### src/rtl/if_fetch_queue.sv
// if_fetch_queue -- instruction-fetch stage with a small instruction queue.
//
// Owns the fetch PC and issues word-aligned requests to an instruction memory
// with a fixed one-cycle latency. Each returned instruction is queued with its
// PC. The head entry is presented to decode together with PC+4.
//
// Ports:
//   clk, reset            core clock, synchronous active-high reset
//   imem_req, imem_addr   fetch request and word-aligned address
//   imem_rdata            instruction for the previous cycle's request
//   redirect_valid/_pc    taken branch/jump from the datapath (highest priority)
//   stall                 decode cannot take the head instruction this cycle
//   if_valid/_instr/_pc/_pc_plus4
//                         head entry (NOP/0/0 when if_valid=0)
//
// Optional build macro FETCH_PERF_EN adds perf_fetched and perf_flushes.
//
// Handshake: an instruction transfers to decode in any cycle where
// if_valid=1 and stall=0, unless redirect_valid=1. A redirect flushes the
// queue, and stall is ignored in that cycle. All if_* outputs come from
// registers only.
module if_fetch_queue #(
  parameter int unsigned       DATA_W   = 32,
  parameter int unsigned       DEPTH    = 4,
  parameter logic [DATA_W-1:0] RESET_PC = '0
) (
  input  logic              clk,
  input  logic              reset,
  output logic              imem_req,
  output logic [DATA_W-1:0] imem_addr,
  input  logic [DATA_W-1:0] imem_rdata,
  input  logic              redirect_valid,
  input  logic [DATA_W-1:0] redirect_pc,
  input  logic              stall,
  output logic              if_valid,
  output logic [DATA_W-1:0] if_instr,
  output logic [DATA_W-1:0] if_pc,
  output logic [DATA_W-1:0] if_pc_plus4
`ifdef FETCH_PERF_EN
  ,
  output logic [31:0]       perf_fetched,
  output logic [31:0]       perf_flushes
`endif
);

  localparam int unsigned PTR_W = (DEPTH > 1) ? $clog2(DEPTH) : 1;
  localparam int unsigned CNT_W = PTR_W + 1;
  localparam int unsigned OCC_W = CNT_W + 1;
  localparam logic [DATA_W-1:0] NOP = DATA_W'(32'h0000_0013);

  logic [DATA_W-1:0] fetch_pc;
  logic [DATA_W-1:0] pc_q;     // PC of the request outstanding in memory
  logic              req_q;    // a request was issued last cycle

  logic [DATA_W-1:0] q_instr [DEPTH];
  logic [DATA_W-1:0] q_pc    [DEPTH];
  logic [PTR_W-1:0]  head;
  logic [PTR_W-1:0]  tail;
  logic [CNT_W-1:0]  count;

  logic              enq;
  logic              pop;
  logic [OCC_W-1:0]  occupancy;

  // Reserve a slot for the in-flight response so the queue cannot overflow.
  // A same-cycle pop is deliberately not credited.
  assign occupancy = OCC_W'(count) + OCC_W'(req_q);
  assign imem_req  = !reset && !redirect_valid && (occupancy < OCC_W'(DEPTH));
  assign imem_addr = fetch_pc;

  // A response arriving during a redirect or reset belongs to a dead path.
  assign enq = req_q && !redirect_valid && !reset;
  assign pop = if_valid && !stall && !redirect_valid;

  assign if_valid    = (count != '0);
  assign if_instr    = if_valid ? q_instr[head] : NOP;
  assign if_pc       = if_valid ? q_pc[head] : '0;
  assign if_pc_plus4 = if_valid ? (q_pc[head] + DATA_W'(4)) : '0;

  always_ff @(posedge clk) begin
    if (reset) begin
      fetch_pc <= RESET_PC;
      pc_q     <= RESET_PC;
      req_q    <= 1'b0;
      head     <= '0;
      tail     <= '0;
      count    <= '0;
    end else if (redirect_valid) begin
      fetch_pc <= {redirect_pc[DATA_W-1:2], 2'b00};
      req_q    <= 1'b0;
      head     <= '0;
      tail     <= '0;
      count    <= '0;
    end else begin
      req_q <= imem_req;
      if (imem_req) begin
        pc_q     <= fetch_pc;
        fetch_pc <= fetch_pc + DATA_W'(4);   // wraps modulo 2^DATA_W
      end
      if (enq) tail <= tail + PTR_W'(1);     // DEPTH is a power of two
      if (pop) head <= head + PTR_W'(1);
      case ({enq, pop})
        2'b10:   count <= count + CNT_W'(1);
        2'b01:   count <= count - CNT_W'(1);
        default: count <= count;
      endcase
    end
  end

  // Queue storage needs no reset; entries are qualified by count.
  always_ff @(posedge clk) begin
    if (enq) begin
      q_instr[tail] <= imem_rdata;
      q_pc[tail]    <= pc_q;
    end
  end

`ifdef FETCH_PERF_EN
  always_ff @(posedge clk) begin
    if (reset) begin
      perf_fetched <= '0;
      perf_flushes <= '0;
    end else begin
      if (enq)            perf_fetched <= perf_fetched + 32'd1;
      if (redirect_valid) perf_flushes <= perf_flushes + 32'd1;
    end
  end
`endif

endmodule

### config.mk
export PLATFORM = sky130hd
export DESIGN_NAME = if_fetch_queue
export DESIGN_NICKNAME = d
export VERILOG_FILES = /design/src/rtl/if_fetch_queue.sv
export SDC_FILE = /design/constraint.sdc
export NUM_CORES = 1
export LEC_CHECK = 0
export CORE_MARGIN = 5
export CORE_UTILIZATION = 55
export CTS_CLUSTER_DIAMETER = 200
export DETAILED_ROUTE_END_ITERATION = 16
export PLACE_DENSITY = 0.85
export SLEW_MARGIN = 20
export SYNTH_ARGS = -nofsm -noshare
export SYNTH_HDL_FRONTEND = slang
export SYNTH_SLANG_ARGS = --single-unit
### constraint.sdc
create_clock -name clk -period 5.7 [get_ports clk]
set_clock_uncertainty 0.2 [all_clocks]
set_input_delay 0.855 -clock clk [delete_from_list [all_inputs] [get_ports clk]]
set_output_delay 0.855 -clock clk [all_outputs]
set_load 0.01 [all_outputs]
======== After elaboration in Yosys (flattened, before gate mapping) ========
Memory sizes are Yosys's and may differ from the RTL's. A register that Yosys moved wholly into a read port is not among the register bits.
Cells that the tools add are included.
cells by class
  magnitude comparators ................... 1
  multiplexer cells ....................... 12
  eq/ne operators ......................... 2
  reductions and logical operators ........ 14
  add/sub/neg operators ................... 7
  bitwise gates (word level) .............. 1
operator list
  cell                                                number
  2-to-1 mux 32 bit                                   5
  adder 32 x 3 -> 32 bit, second input constant       2
  2-to-1 mux 2 bit                                    4
  logical AND 1 bit                                   6
  case mux 3 bit (2 select lines)                     1
  adder 2 x 1 -> 2 bit, second input constant         2
  adder 3 x 1 -> 4 bit                                1
  < comparator 4 x 3 -> 1 bit, second input constant  1
  nonzero test 2 bit                                  2
  adder 3 x 1 -> 3 bit, second input constant         1
  logical NOT 1 bit                                   3
  nonzero test 3 bit                                  1
  subtractor 3 x 1 -> 3 bit, second input constant    1
  == test 2 x 1 -> 1 bit, second input constant       1
  == test 2 bit, second input constant                1
  2-to-1 mux 1 bit                                    2
  AND reduction 2 bit                                 1
  OR reduction 2 bit                                  1
  NOT 1 bit                                           1
storage, ports and cells
  word-level logic and storage cells ...... 46
  output and inout bits ................... 130
  bits of input ports ..................... 68
  bits in registers ....................... 72
  memories kept ........................... 2
  RAM bits ................................ 256
memories
  name     depth  bits a word  rd ports  clocked after memory_dff  wr ports  RTL line  text
  q_instr  4      32           1         1                         1         55        logic [DATA_W-1:0] q_instr [DEPTH];
  q_pc     4      32           1         1                         1         56        logic [DATA_W-1:0] q_pc [DEPTH];

======== Depth between registers and ports, before layout ========
Gate-level depths: netlist (run 1).
  word-level depth ........................ 5
  gate-level depth with buffers ........... 10

======== Worst setup path after synthesis (run 1) ========
Ideal clock, no wire load.
  path kind ............................... in2reg
  start ................................... in redirect_valid
  end ..................................... mem q_instr[0][0], enable pin
  arrival time ............................ 2.764 ns
  path buffers ............................ 1
  path slack .............................. 2.309 ns
  setup time .............................. 0.427 ns
  required time ........................... 5.073 ns
  cell stages on the path ................. 3
  path through ............................ clkbuf_1 -> nor2_1 -> and3_1
between the ends
  word-level cells in the longest chain between the ends .. 5
RTL lines
  element                                 RTL line  text
  start: declaration                      32        input logic redirect_valid,
  logical NOT 1 bit                       72        assign enq = req_q && !redirect_valid && !reset;
  logical AND 1 bit (2 in series)         72
  2-to-1 mux 1 bit                        112       if (enq) begin
  2-to-1 mux 1 bit (not written as such)  113       q_instr[tail] <= imem_rdata;
  end: declaration                        55
Every way passes these cells.

==> reports/summary.txt, run 1 <==
FINAL LAYOUT
---------------------------------------------------------------------------------
Final core area utilization ........................................       0.6837
Final #Nets ........................................................         1196
Final non-filler cell total ........................................         1467
Layout cells sized above 1 .........................................       0.1137
Antenna Cells ......................................................            0
Number of fill cells in the layout .................................         1620
Layout-stage area growth over the synthesis result .................       23.39%

ROUTING
---------------------------------------------------------------------------------
Average detailed-routed wire length per instance ...................     20.68 um
Antenna Violating Nets Remaining ...................................            0
Residual DRC .......................................................            0
Total detailed-routing wirelength ..................................     30340 um
Number of vias per cell after detailed routing .....................        5.828
Initial DRC count ..................................................          992
Number of vias in the routed layout ................................         8550
First-pass iteration count of the detailed router ..................            5

SYNTHESIS
---------------------------------------------------------------------------------
EDFF count, synth ..................................................          248
Top FF cell, synth ................................................. sky130_fd_sc_hd__edfxtp_1
Proportion of synthesized chip area in sequential cells ............       0.6624
Post-synthesis share of cell area spent on xor and xnor gates ......      0.01901
Gate Count Post-Synth ..............................................          937
Average cell area after synthesis ..................................  14.26 sq um
Yosys reg bits .....................................................          318
Complex-gate fraction of the synthesized area ......................      0.04955
Count of distinct cell types in the synthesized netlist ............           56
Area of the mapped netlist .........................................  13360 sq um
Share of async-settable or async-resettable flops after synthesis ..            0
Synth area leaders ................................................. sky130_fd_sc_hd__edfxtp_1, sky130_fd_sc_hd__dfxtp_1, sky130_fd_sc_hd__mux4_2, sky130_fd_sc_hd__nand2_1, sky130_fd_sc_hd__and2_1
Warning count from the yosys run ...................................            0
Portion of synthesized cell area occupied by the leading cell type .       0.5575
Area fraction in and, or, nand and nor cells after synthesis .......       0.1217
Fraction of synthesized area in multiplexers .......................       0.1121
Fraction of the mapped netlist area in adder cells .................     0.008055
Dominant combinational cell family by area after synthesis ......... simple AND/OR/NAND/NOR gates
Dominant cell type by area after synthesis ......................... sky130_fd_sc_hd__edfxtp_1

CLOCK NETWORK
---------------------------------------------------------------------------------
Clock Tree Buf Depth ...............................................            3
Number of sinks driven by the clock tree ...........................          318
Clock tree from TritonCTS ..........................................          yes
Clk root buf ....................................................... sky130_fd_sc_hd__clkbuf_16
Post-CTS setup-driven buffer insertion count .......................            0
CTS buffer count ...................................................           31
Hold buffers post-CTS ..............................................            0
Post_cts resized ...................................................            0
Number of H-tree branching levels ..................................            1
Clock latency on the worst-skew pair ...............................      0.55 ns
Clock-pin slew on the worst setup and hold paths ...................      0.06 ns

WORST SETUP PATH
---------------------------------------------------------------------------------
Crit. End Element .................................................. primary output
Required @ worst endpoint ..........................................      4.64 ns
Top Family by Delay on Critical Path ............................... buffers and inverters
Critical-path maximum fanout .......................................           25
Largest stage delay on the critical path ...........................      0.75 ns
Class of the most critical setup path ..............................   reg -> out
Stages on worst setup path .........................................            7
R2R depth ..........................................................            9
Critical path buffers and inverters ................................            2
Max stage delay cell, worst path ................................... sky130_fd_sc_hd__dfxtp_2
Startpoint Class ...................................................         flop
Arrival time worst endpoint ........................................      4.09 ns
Cells traversed along the worst timing path ........................ buf_4 -> mux4_2 -> ha_1 -> nand4_1 -> or4_1 -> a21oi_1 -> clkdlybuf4s50_1

GLOBAL ROUTING
---------------------------------------------------------------------------------
Grt met1 use .......................................................       0.3081
Busiest layer in global routing ....................................         met2
Met2 usage in global routing .......................................       0.3441
Global-route congestion overflow total .............................            0
Vias in the first global route .....................................         8386
All-Layer GR Usage .................................................       0.2144
Maximum number of pins on one net before global-route repair .......           66
Met3 GRT Util ......................................................      0.04451
Number of antenna violations at the first check in global routing ..            1
Wire length of the first global-routing pass .......................     47350 um

PLACEMENT
---------------------------------------------------------------------------------
Global placer's final weighted congestion ..........................       0.8204
Number of buffer cells added on primary ports ......................          189
Cell total after placement .........................................         1411
Final HPWL DP ......................................................     19600 um

HOLD PATH
---------------------------------------------------------------------------------
Worst Hold Class ...................................................   reg -> reg
Number of cells traversed by the worst hold path ...................            2

PWR
---------------------------------------------------------------------------------
Max VDD drop .......................................................    0.1958 mV
Reported leakage power .............................................     5.433 nW
Power density relative to cell area ................................ 284.5 nW/um^2

DIE
---------------------------------------------------------------------------------
Core Area ..........................................................  24110 sq um
X dimension of the die .............................................     165.8 um
Die Footprint ......................................................  27500 sq um
Vertical extent of the die .........................................     165.8 um
Starting Density ...................................................       0.5541
Boundary Pins ......................................................          198
Number of standard-cell rows in the floorplan ......................           57

STA
---------------------------------------------------------------------------------
Worst hold slack across all endpoints ..............................    0.2968 ns
Fraction of the cycle the final worst path needs ...................       0.9033
Pin slew with the least headroom to its limit ......................     1.061 ns
RSZ-0062 raised after global routing ...............................           no
Time the worst path needs with I/O delays and setup ................     5.149 ns
Count of final hold-check violations ...............................            0
Slew HR ............................................................       0.2900
Max frequency ......................................................    194.2 MHz
Max-slew violations ................................................            0
Setup violations, final ............................................            0
Final total negative setup slack ...................................         0 ns

JOB
---------------------------------------------------------------------------------
Max-cap viol count .................................................            0

STATUS
---------------------------------------------------------------------------------
Result of the run .................................................. complete, no violations

==> where the power goes <==
part	internal, mW	switching (mW)
logic	0.102	0.0996
clock network	1.13	0.808
registers	2.52	0.0348
==> tightest hold or removal path: cells and delay by family, from the launching register on <==
| kind | cells | cell delay (ns) |
|---|---|---|
| AOI/OAI and AO/OA | 1 | 0.05 |
| DFF | 1 | 0.34 |
| and+or+nand+nor | 1 | 0.06 |
==> registers in the layout (all words and copies together) (netlist names), named ones only <==
signal	flops
q_instr	128
q_pc	120
imem_addr	30
pc_q	30
count	3
head	2
tail	2
req_q	1
==> cells by family (layout without fill, tap and decap cells) <==
| group | after synthesis | count (layout) |
|---|---|---|
| AOI/OAI and AO/OA | 116 | 116 |
| xor gates and xnor gates | 29 | 29 |
| adders and majority gates | 8 | 8 |
| buffers and inverters | 76 | 277 |
| DFF | 318 | 318 |
| muxes | 68 | 68 |
| other | 1 | 6 |
| and+or+nand+nor | 321 | 321 |
==> final timing paths <==
kind,start,endpoint,slack [ns]
setup / recovery,flop,if_pc_plus4[18],0.55
setup reg to reg,count[1],count[2],2.93
hold / removal,pc_q[24],pc_q[24],0.30
hold reg to reg,pc_q[24],pc_q[24],0.30
==> final cells by class <==
cell class | count | area [sq um] | area share
inverters | 16 | 60.06 | 0.003644
repair buffers | 205 | 2019 | 0.1225
flip-flops and latches | 318 | 8853 | 0.5372
clock buffers | 39 | 805.8 | 0.04889
well taps | 324 | 405.4 | 0.02460
multi-input cells | 548 | 4180 | 0.2536
clock inverters | 17 | 157.7 | 0.009565
==> placed cells by master (no fill, tap or decap), types with 8 or more instances in the layout <==
| cell | n |
|---|---|
| sky130_fd_sc_hd__edfxtp_1 | 248 |
| sky130_fd_sc_hd__clkdlybuf4s50_1 | 188 |
| sky130_fd_sc_hd__nand2_1 | 97 |
| sky130_fd_sc_hd__dfxtp_1 | 68 |
| sky130_fd_sc_hd__nor2_1 | 66 |
| sky130_fd_sc_hd__a21oi_1 | 58 |
| sky130_fd_sc_hd__and2_1 | 56 |
| sky130_fd_sc_hd__mux4_2 | 48 |
| sky130_fd_sc_hd__clkbuf_16 | 31 |
| sky130_fd_sc_hd__o21ai_0 | 26 |
| sky130_fd_sc_hd__xnor2_1 | 18 |
| sky130_fd_sc_hd__nor3_1 | 17 |
| sky130_fd_sc_hd__nand3_1 | 16 |
| sky130_fd_sc_hd__inv_1 | 15 |
| sky130_fd_sc_hd__nand4_1 | 15 |
| sky130_fd_sc_hd__buf_4 | 15 |
| sky130_fd_sc_hd__a31oi_1 | 14 |
| sky130_fd_sc_hd__mux4_1 | 13 |
| sky130_fd_sc_hd__xor2_1 | 11 |
| sky130_fd_sc_hd__clkbuf_1 | 8 |
==> metal layers <==
layer,wire (um),part of all wire
met1,12820,0.42
met2,14420,0.48
met3,2444,0.081
met4,637,0.021
met5,11,0.00036
==> metrics by stage <==
stage | total power [mW] | area, sq um | worst slack [ns]
global route | 4.844 | 16480 | 0.3065
detailed placement | 2.798 | 15520 | 1.122
finish | 4.689 | 16480 | 0.5512
floorplan | 2.681 | 13380 | 2.309
CTS | 4.715 | 16480 | 0.5368
global placement | 2.791 | 15520 | 1.176
==> cells in the mapped netlist, drive strengths merged, types with 3 or more instances <==
cell type and n:
a21oi 58, a221oi 6, a31oi 14, and2 57, and3 9, and4 7
buf 25, clkbuf 35, dfxtp 70, edfxtp 248, ha 7, inv 15
mux2 4, mux2i 3, mux4 61, nand2 97, nand2b 4, nand3 17
nand4 17, nand4b 4, nor2 66, nor3 18, nor4 6, o21ai 26
or2 6, or3 6, xnor2 18, xor2 11
Power figures use the tool's default switching activity.
==> run 2, diff against run 1 <==
Settings changed: CTS_BUF_LIST set to sky130_fd_sc_hd__clkbuf_8 sky130_fd_sc_hd__clkbuf_16.
==> run 2 against run 1 <==
Compared with the run above: sequential power about the same; combinational power about the same; via count is essentially flat; worst setup slack improved by 0.011 ns; design area stayed put; clock-buffer cell count down 8; routed wire length decreased by 0.38%; global-route usage is the same; clock power about the same; worst hold slack barely moved; critical path depth stayed put.
==> reports/summary.txt, run 2 (synthesized netlist as in run 1, its figures left out) <==
PWR
--------------------------------------------------------------------------------
Power dissipated by switching net loads ...........................     940.4 uW   was 942.5 uW
Total power draw ..................................................     4.672 mW   was 4.689 mW
Share of total power in sequential cells ..........................        0.546   was 0.544
Reported leakage power ............................................     5.466 nW   was 5.433 nW
Power density relative to cell area ............................... 283.5 nW/um^2   was 284.5 nW/um^2
Clk network pwr share .............................................        0.411   was 0.413
Max VDD drop ......................................................    0.1952 mV   was 0.1958 mV
Fraction of power consumed by combinational cells .................        0.043   about the same
P_int .............................................................     3.732 mW   was 3.746 mW
Sw Ratio ..........................................................       0.2013   was 0.2010

PLACEMENT
--------------------------------------------------------------------------------
Global placer's final weighted congestion .........................       0.8204   unchanged
Final HPWL DP .....................................................     19600 um   unchanged
Number of buffer cells added on primary ports .....................          189   unchanged

HOLD PATH
--------------------------------------------------------------------------------
End of the worst hold path ........................................     pc_q[24]   unchanged
Origin of the worst min-delay path ................................     pc_q[24]   unchanged
Worst Hold Class ..................................................   reg -> reg   unchanged
Number of cells traversed by the worst hold path ..................            2   unchanged

FINAL LAYOUT
--------------------------------------------------------------------------------
Layout cells sized above 1 ........................................       0.1137   unchanged
Most used cells in the layout excluding fill and tap cells ........ sky130_fd_sc_hd__edfxtp_1, sky130_fd_sc_hd__clkdlybuf4s50_1, sky130_fd_sc_hd__nand2_1   unchanged
Number of flip-flops under the largest register name ..............          128   unchanged
Registers with the most flip-flops ................................ q_instr x128, q_pc x120   unchanged
Register bank with the most flops .................................      q_instr   unchanged
Most common library cell in the layout ignoring fill and taps ..... sky130_fd_sc_hd__edfxtp_1   unchanged
Layout-stage area growth over the synthesis result ................       23.39%   unchanged
Final #Nets .......................................................         1196   unchanged
Antenna Cells .....................................................            0   unchanged

CLOCK NETWORK
--------------------------------------------------------------------------------
Number of sinks driven by the clock tree ..........................          318   unchanged
Clock latency on the worst-skew pair ..............................      0.55 ns   about the same
CTS buffer count ..................................................           31   unchanged
Post-CTS setup-driven buffer insertion count ......................            0   unchanged
Clock tree from TritonCTS .........................................          yes   unchanged
Number of H-tree branching levels .................................            1   unchanged
Clk root buf ...................................................... sky130_fd_sc_hd__clkbuf_16   unchanged
Hold buffers post-CTS .............................................            0   unchanged
Post_cts resized ..................................................            0   unchanged
Clock Tree Buf Depth ..............................................            3   unchanged
Clock-pin slew on the worst setup and hold paths ..................      0.06 ns   about the same

WORST SETUP PATH
--------------------------------------------------------------------------------
Reg-to-reg endpoint ...............................................     count[2]   unchanged
Start of the worst register-to-register path ......................     count[1]   unchanged
R2R Setup Slk .....................................................      2.94 ns   was 2.93 ns
Required @ worst endpoint .........................................      4.64 ns   about the same
Startpoint Class ..................................................         flop   unchanged
Arrival time worst endpoint .......................................      4.08 ns   was 4.09 ns
Class of the most critical setup path .............................   reg -> out   unchanged
Critical-path maximum fanout ......................................           25   unchanged
Crit. End Element ................................................. primary output   unchanged
R2R depth .........................................................            9   unchanged

ROUTING
--------------------------------------------------------------------------------
Total detailed-routing wirelength .................................     30220 um   was 30340 um
Highest routed metal layer ........................................         met5   unchanged
Number of vias in the routed layout ...............................         8548   was 8550
Residual DRC ......................................................            0   unchanged
First-pass iteration count of the detailed router .................            6   was 5
Routed met2 length ................................................     14350 um   was 14420 um
Antenna Violating Nets Remaining ..................................            0   unchanged
Average detailed-routed wire length per instance ..................     20.60 um   was 20.68 um
Initial DRC count .................................................          974   was 992
Wire length on met1 ...............................................     12680 um   was 12820 um
Met3 wire len .....................................................      2512 um   was 2444 um
Number of vias per cell after detailed routing ....................        5.827   was 5.828

STA
--------------------------------------------------------------------------------
Max-slew violations ...............................................            0   unchanged
Count of final hold-check violations ..............................            0   unchanged
Pin slew with the least headroom to its limit .....................     1.063 ns   was 1.061 ns
Setup violations, final ...........................................            0   unchanged
Max frequency .....................................................    194.6 MHz   was 194.2 MHz
Time the worst path needs with I/O delays and setup ...............     5.138 ns   was 5.149 ns
Final total negative setup slack ..................................         0 ns   unchanged
RSZ-0062 raised after global routing ..............................           no   unchanged
Fraction of the cycle the final worst path needs ..................       0.9014   was 0.9033
Slew HR ...........................................................       0.2888   was 0.2900

DIE
--------------------------------------------------------------------------------
Boundary Pins .....................................................          198   unchanged
Core Area .........................................................  24110 sq um   unchanged
Vertical extent of the die ........................................     165.8 um   unchanged
X dimension of the die ............................................     165.8 um   unchanged
Starting Density ..................................................       0.5541   unchanged
Die Footprint .....................................................  27500 sq um   unchanged
Number of standard-cell rows in the floorplan .....................           57   unchanged

JOB
--------------------------------------------------------------------------------
Max-cap viol count ................................................            0   unchanged

GLOBAL ROUTING
--------------------------------------------------------------------------------
Number of antenna violations at the first check in global routing .            1   unchanged
Maximum number of pins on one net before global-route repair ......           66   unchanged
Global-route congestion overflow total ............................            0   unchanged
All-Layer GR Usage ................................................       0.2144   unchanged
Vias in the first global route ....................................         8386   unchanged
Wire length of the first global-routing pass ......................     47350 um   unchanged

STATUS
--------------------------------------------------------------------------------
Result of the run ................................................. complete, no violations   unchanged

## run 2: cell types whose count changed in the layout (fill, tap and decap cells not counted), sizes merged
cell and change:
clkbuf -8, inv +8
## run 2: per-stage QoR
stage          cells    util  hold WS [ns]  cell area, sq um  worst slack [ns]
2_1_floorplan    942       -        0.2600             13380             2.309
3_3_place_gp    1411  0.6438        0.2720             15520             1.176
3_5_place_dp    1411  0.6438        0.2897             15520             1.122
4_1_cts         1467  0.6837        0.2998             16480            0.5368
5_1_grt         1467  0.6837        0.3219             16480            0.3065
6_report        1467  0.6837        0.2969             16480            0.5619
## run 2: worst max-delay path by stage
stage	end	cells after the start	from
global route	if_pc_plus4[31]	7	flop
detailed placement	if_pc_plus4[31]	8	flop
finish	if_pc_plus4[18]	7	flop
CTS	if_pc_plus4[31]	8	flop
floorplan	q_instr[0][0]	3	redirect_valid
global placement	if_pc_plus4[31]	7	flop
## run 2: power by group through the flow
stage | Combinational [mW] | Clock [mW] | Sequential (mW)
after CTS | 0.202 | 1.95 | 2.55
after global routing | 0.219 | 2.06 | 2.55
after global placement | 0.195 | 0 | 2.60
final | 0.202 | 1.92 | 2.55
after detailed placement | 0.200 | 0 | 2.60
after floorplan | 0.0875 | 0 | 2.59
## run 2: worst max-delay path: stages, from the launching register on
cell and delay, ns:
sky130_fd_sc_hd__dfxtp_2 0.73, sky130_fd_sc_hd__buf_4 0.40, sky130_fd_sc_hd__mux4_2 0.33, sky130_fd_sc_hd__ha_1 0.27
sky130_fd_sc_hd__nand4_1 0.40, sky130_fd_sc_hd__or4_1 0.61, sky130_fd_sc_hd__a21oi_1 0.16, sky130_fd_sc_hd__clkdlybuf4s50_1 0.62
## run 2: final cells by class
class	count	area, sq um
Sequential cell	318	8853
Clock buffer	31	775.7
Multi-Input combinational cell	548	4180
Fill cell	1620	7624
Inverter	16	60.06
Clock inverter	25	187.7
Tap cell	324	405.4
Timing Repair Buffer	205	2019
## run 2: metal layers
layer  global-route usage  vias to the layer above
li1                     -                     3891
met1               0.3081                     4178
met4              0.04735                        2
met3              0.04451                       44
met5                    0                        -
met2               0.3441                      433
==> variant 1, RTL diff (config.mk and constraints of run 1) <==
Change the parameter `DEPTH` from 4 to 8.
--- a/src/rtl/if_fetch_queue.sv
+++ b/src/rtl/if_fetch_queue.sv
@@ -21,7 +21,7 @@
 // registers only.
 module if_fetch_queue #(
   parameter int unsigned       DATA_W   = 32,
-  parameter int unsigned       DEPTH    = 4,
+  parameter int unsigned       DEPTH    = 8,
   parameter logic [DATA_W-1:0] RESET_PC = '0
 ) (
   input  logic              clk,
Behaviour: same outputs for any inputs over 4 cycles, from zero or initial values and one cycle with reset high; that may be too few to reach the edited logic, so the function may still have changed.
==> variant 1 against run 1 <==
- total power increased by 74%
- area after synthesis increased by 74%
- worst setup slack got worse by 0.25 ns
- synthesized cell count increased by 46%
- sequential cell count increased by 252
- cell area increased by 66%
- routed wire length increased by 76%
- core utilization decreased by 3.2 points
- combinational power increased by 12%
- clock power increased by 73%
- hold slack improved by 0.014 ns
- register-to-register slack got worse by 0.68 ns
- critical path type unchanged
- largest power group unchanged
==> variant 1: results <==
[grt]
grt_antenna_before_repair = 0
use_met3 = 0.0534
grt_pass1_wl_mm = 81.8
grt_max_degree = 80
grt_use_total = 0.228
grt_pass1_vias = 13600
use_met2 = 0.387
globalRouteMet1Util = 0.308

[pwr]
p_leak_nw = 8.80
p_switching_mw = 1.64
vdd_drop_max_v = 0.000235

[critical_path]
critPathSlowestCell = dfxtp_4
critPathTopFamily = simple AND/OR/NAND/NOR gates
crit_arrival_ns = 4.35
crit_fanout = 33
critPathMaxStageDelay_ns = 0.76

[finish]
fillers = 2719
fin_util = 0.652
stdcell_count = 2135
top_regs = q_instr: 256 flops, q_pc: 240 flops
drive_gt1_frac = 0.154
fin_nets = 1634

[yosys]
seq_area_frac_synth = 0.705
synth.distinct_cells = 63
synth_xor_xnor_area_share = 0.00565
synthAdderAreaFrac = 0.00377
syn_avg_cell_area_um2 = 17.0
synth_edf_count = 496
synth_compound_area_frac = 0.0348
ys_top_cells_by_count = edfxtp_1, nor2_1, mux4_2
synthTopCellsByArea = edfxtp_1, mux4_2, dfxtp_1
synthArstFlopShare = 0
synthMuxAreaShare = 0.156

[timing]
tightest_slew_ns = 1.08

[cts]
insertion_delay_ns = 0.60
htreeDepth = 2
cts_inserted_buffers = 54
post_cts_buffers = 0

[route]
vias_per_cell = 6.27
top_layer_used = met4
totalWireLength_mm = 53.4
met1_length_mm = 20.6
dr.pass1.iters = 6
met2_length_mm = 27.2
drtIter0Drc = 1480
route.met3.wl_mm = 4.61

[min_path]
hold_start = head[1]

[place]
post-place-cells = 2042
placed_cell_area_um2 = 25700
post-place-ws_ns = 0.986
gp_congestion = 0.806
post-dp-hpwl_mm = 30.2

[run_status]
status = finished, final reports clean
## variant 1: power by group through the flow
stage               Clock [mW]  Combinational [mW]  Sequential, mW
floorplan                    0              0.0988            4.66
global placement             0               0.216            4.66
detailed placement           0               0.224            4.67
CTS                       3.39               0.227            4.58
global route              3.59               0.245            4.58
finish                    3.35               0.227            4.58
## variant 1: final cells by class
class,count,area share
Sequential cell,570,0.600
Multi-Input combinational cell,705,0.235
Timing Repair Buffer,212,0.0782
Clock buffer,65,0.0510
Tap cell,539,0.0247
Clock inverter,27,0.00839
Inverter,16,0.00220
Antenna cell,1,0.0000917
## variant 1: cell families (layout without fill, tap and decap cells)
family,count (synthesis),count (layout)
compound gates,134,134
other cells,1,7
xor+xnor,15,15
mux,197,197
fa+ha+maj,7,7
simple gates,346,346
buf+inv,100,320
flops,570,570
## variant 1: final timing paths
check | to | slack, ns | cells past startpoint
min | flip-flop | 0.31 | 2
max reg2reg | count[2] | 2.25 | 10
min reg2reg | flip-flop | 0.31 | 2
max | if_pc_plus4[23] | 0.30 | 7
==> variant 2, RTL diff (config.mk and constraints of run 1) <==
Made on the original files. Add a define of `FETCH_PERF_EN`.
--- a/src/rtl/if_fetch_queue.sv
+++ b/src/rtl/if_fetch_queue.sv
@@ -19,6 +19,8 @@
 // if_valid=1 and stall=0, unless redirect_valid=1. A redirect flushes the
 // queue, and stall is ignored in that cycle. All if_* outputs come from
 // registers only.
+`define FETCH_PERF_EN
+
 module if_fetch_queue #(
   parameter int unsigned       DATA_W   = 32,
   parameter int unsigned       DEPTH    = 4,
Function (old outputs only; new: perf_fetched and perf_flushes): kept (equiv_simple and equiv_induct, registers matched by name and starting in step).
==> variant 2 against run 1 <==
- area after synthesis grew 21%
- via count grew 31%
- hold slack lost 0.0057 ns
- routed wire length grew 31%
- critical path type unchanged
- cell area grew 23%
- total power grew 24%
- sequential cell count grew 64
- worst setup slack lost 0.084 ns
==> variant 2: results <==
[route]
totalWireLength_mm = 39.7
vias = 11200

[yosys]
seq_area_frac_synth = 0.626
synthTopCellsByArea = edfxtp_1, dfxtp_1, mux4_2
synth.distinct_cells = 54

[pwr]
p_leak_nw = 6.73
clkPwrFrac = 0.448
p_per_area_nw_per_um2 = 286
vdd_drop_max_v = 0.000252

[cts]
htreeDepth = 2
cts_inserted_buffers = 39

[place]
post-dp-hpwl_mm = 26.6
gp_congestion = 0.884
io_buffer_count = 253

[critical_path]
r2r_start = imem_addr[4]
r2r_slack_ns = 2.69
critPathMaxStageDelay_ns = 0.68
r2r-end = imem_addr[26]
crit_fanout = 26

[grt]
grt_pass1_vias = 11200
grt_antenna_before_repair = 2
grt_pass1_wl_mm = 62.3

[timing]
slew_headroom = 0.280
hold_ws_ns = 0.291

[min_path]
hold_start = perf_fetched[31]
holdPathEnd = perf_fetched[31]

[finish]
fin_nets = 1585

[run_status]
status = finished, final reports clean
## variant 2: kinds of logic (layout without fill, tap and decap cells)
family	Yosys count	in the layout	share of synthesized area
and+or+nand+nor	483	483	0.153
AOI/OAI and AO/OA	148	148	0.0518
adders and majority gates	10	10	0.00819
DFF	382	382	0.626
other	1	6	0.000232
buffers and inverters	93	365	0.0262
muxes	77	77	0.0996
xor gates and xnor gates	65	65	0.0352
## variant 2: cell type report
| class | count | area [um2] |
|---|---|---|
| flip-flops and latches | 382 | 10100 |
| fillers | 1928 | 8510 |
| multi-input cells | 789 | 5670 |
| repair buffers | 271 | 2670 |
| clock buffers | 52 | 1020 |
| well taps | 384 | 480 |
| clock inverters | 18 | 280 |
| inverters | 24 | 90.1 |
## variant 2: layer usage
| metal | share of wire | track usage | vias to the layer above |
|---|---|---|---|
| met4 | 0.012 | 0.0393 | 4 |
| li1 | - | - | 5193 |
| met3 | 0.11 | 0.0770 | 43 |
| met1 | 0.40 | 0.313 | 5480 |
| met5 | 0.00065 | 0 | - |
| met2 | 0.48 | 0.384 | 489 |
## variant 2: worst max path at each step
stage / end / slack (ns) / cells after the start
3_5_place_dp: if_pc_plus4[28] / 1.08 / 7
4_1_cts: if_pc_plus4[28] / 0.50 / 7
3_3_place_gp: if_pc_plus4[28] / 1.14 / 7
6_report: if_pc_plus4[28] / 0.47 / 7
2_1_floorplan: if_pc_plus4[22] / 2.28 / 9
5_1_grt: if_pc_plus4[28] / 0.25 / 7
## variant 2: through the flow
step | instance area, um2 | cells | util
2_1_floorplan | 16200 | 1264 | -
3_3_place_gp | 19000 | 1850 | 0.660
3_5_place_dp | 19000 | 1850 | 0.660
4_1_cts | 20300 | 1920 | 0.705
5_1_grt | 20300 | 1920 | 0.705
6_report | 20300 | 1920 | 0.705
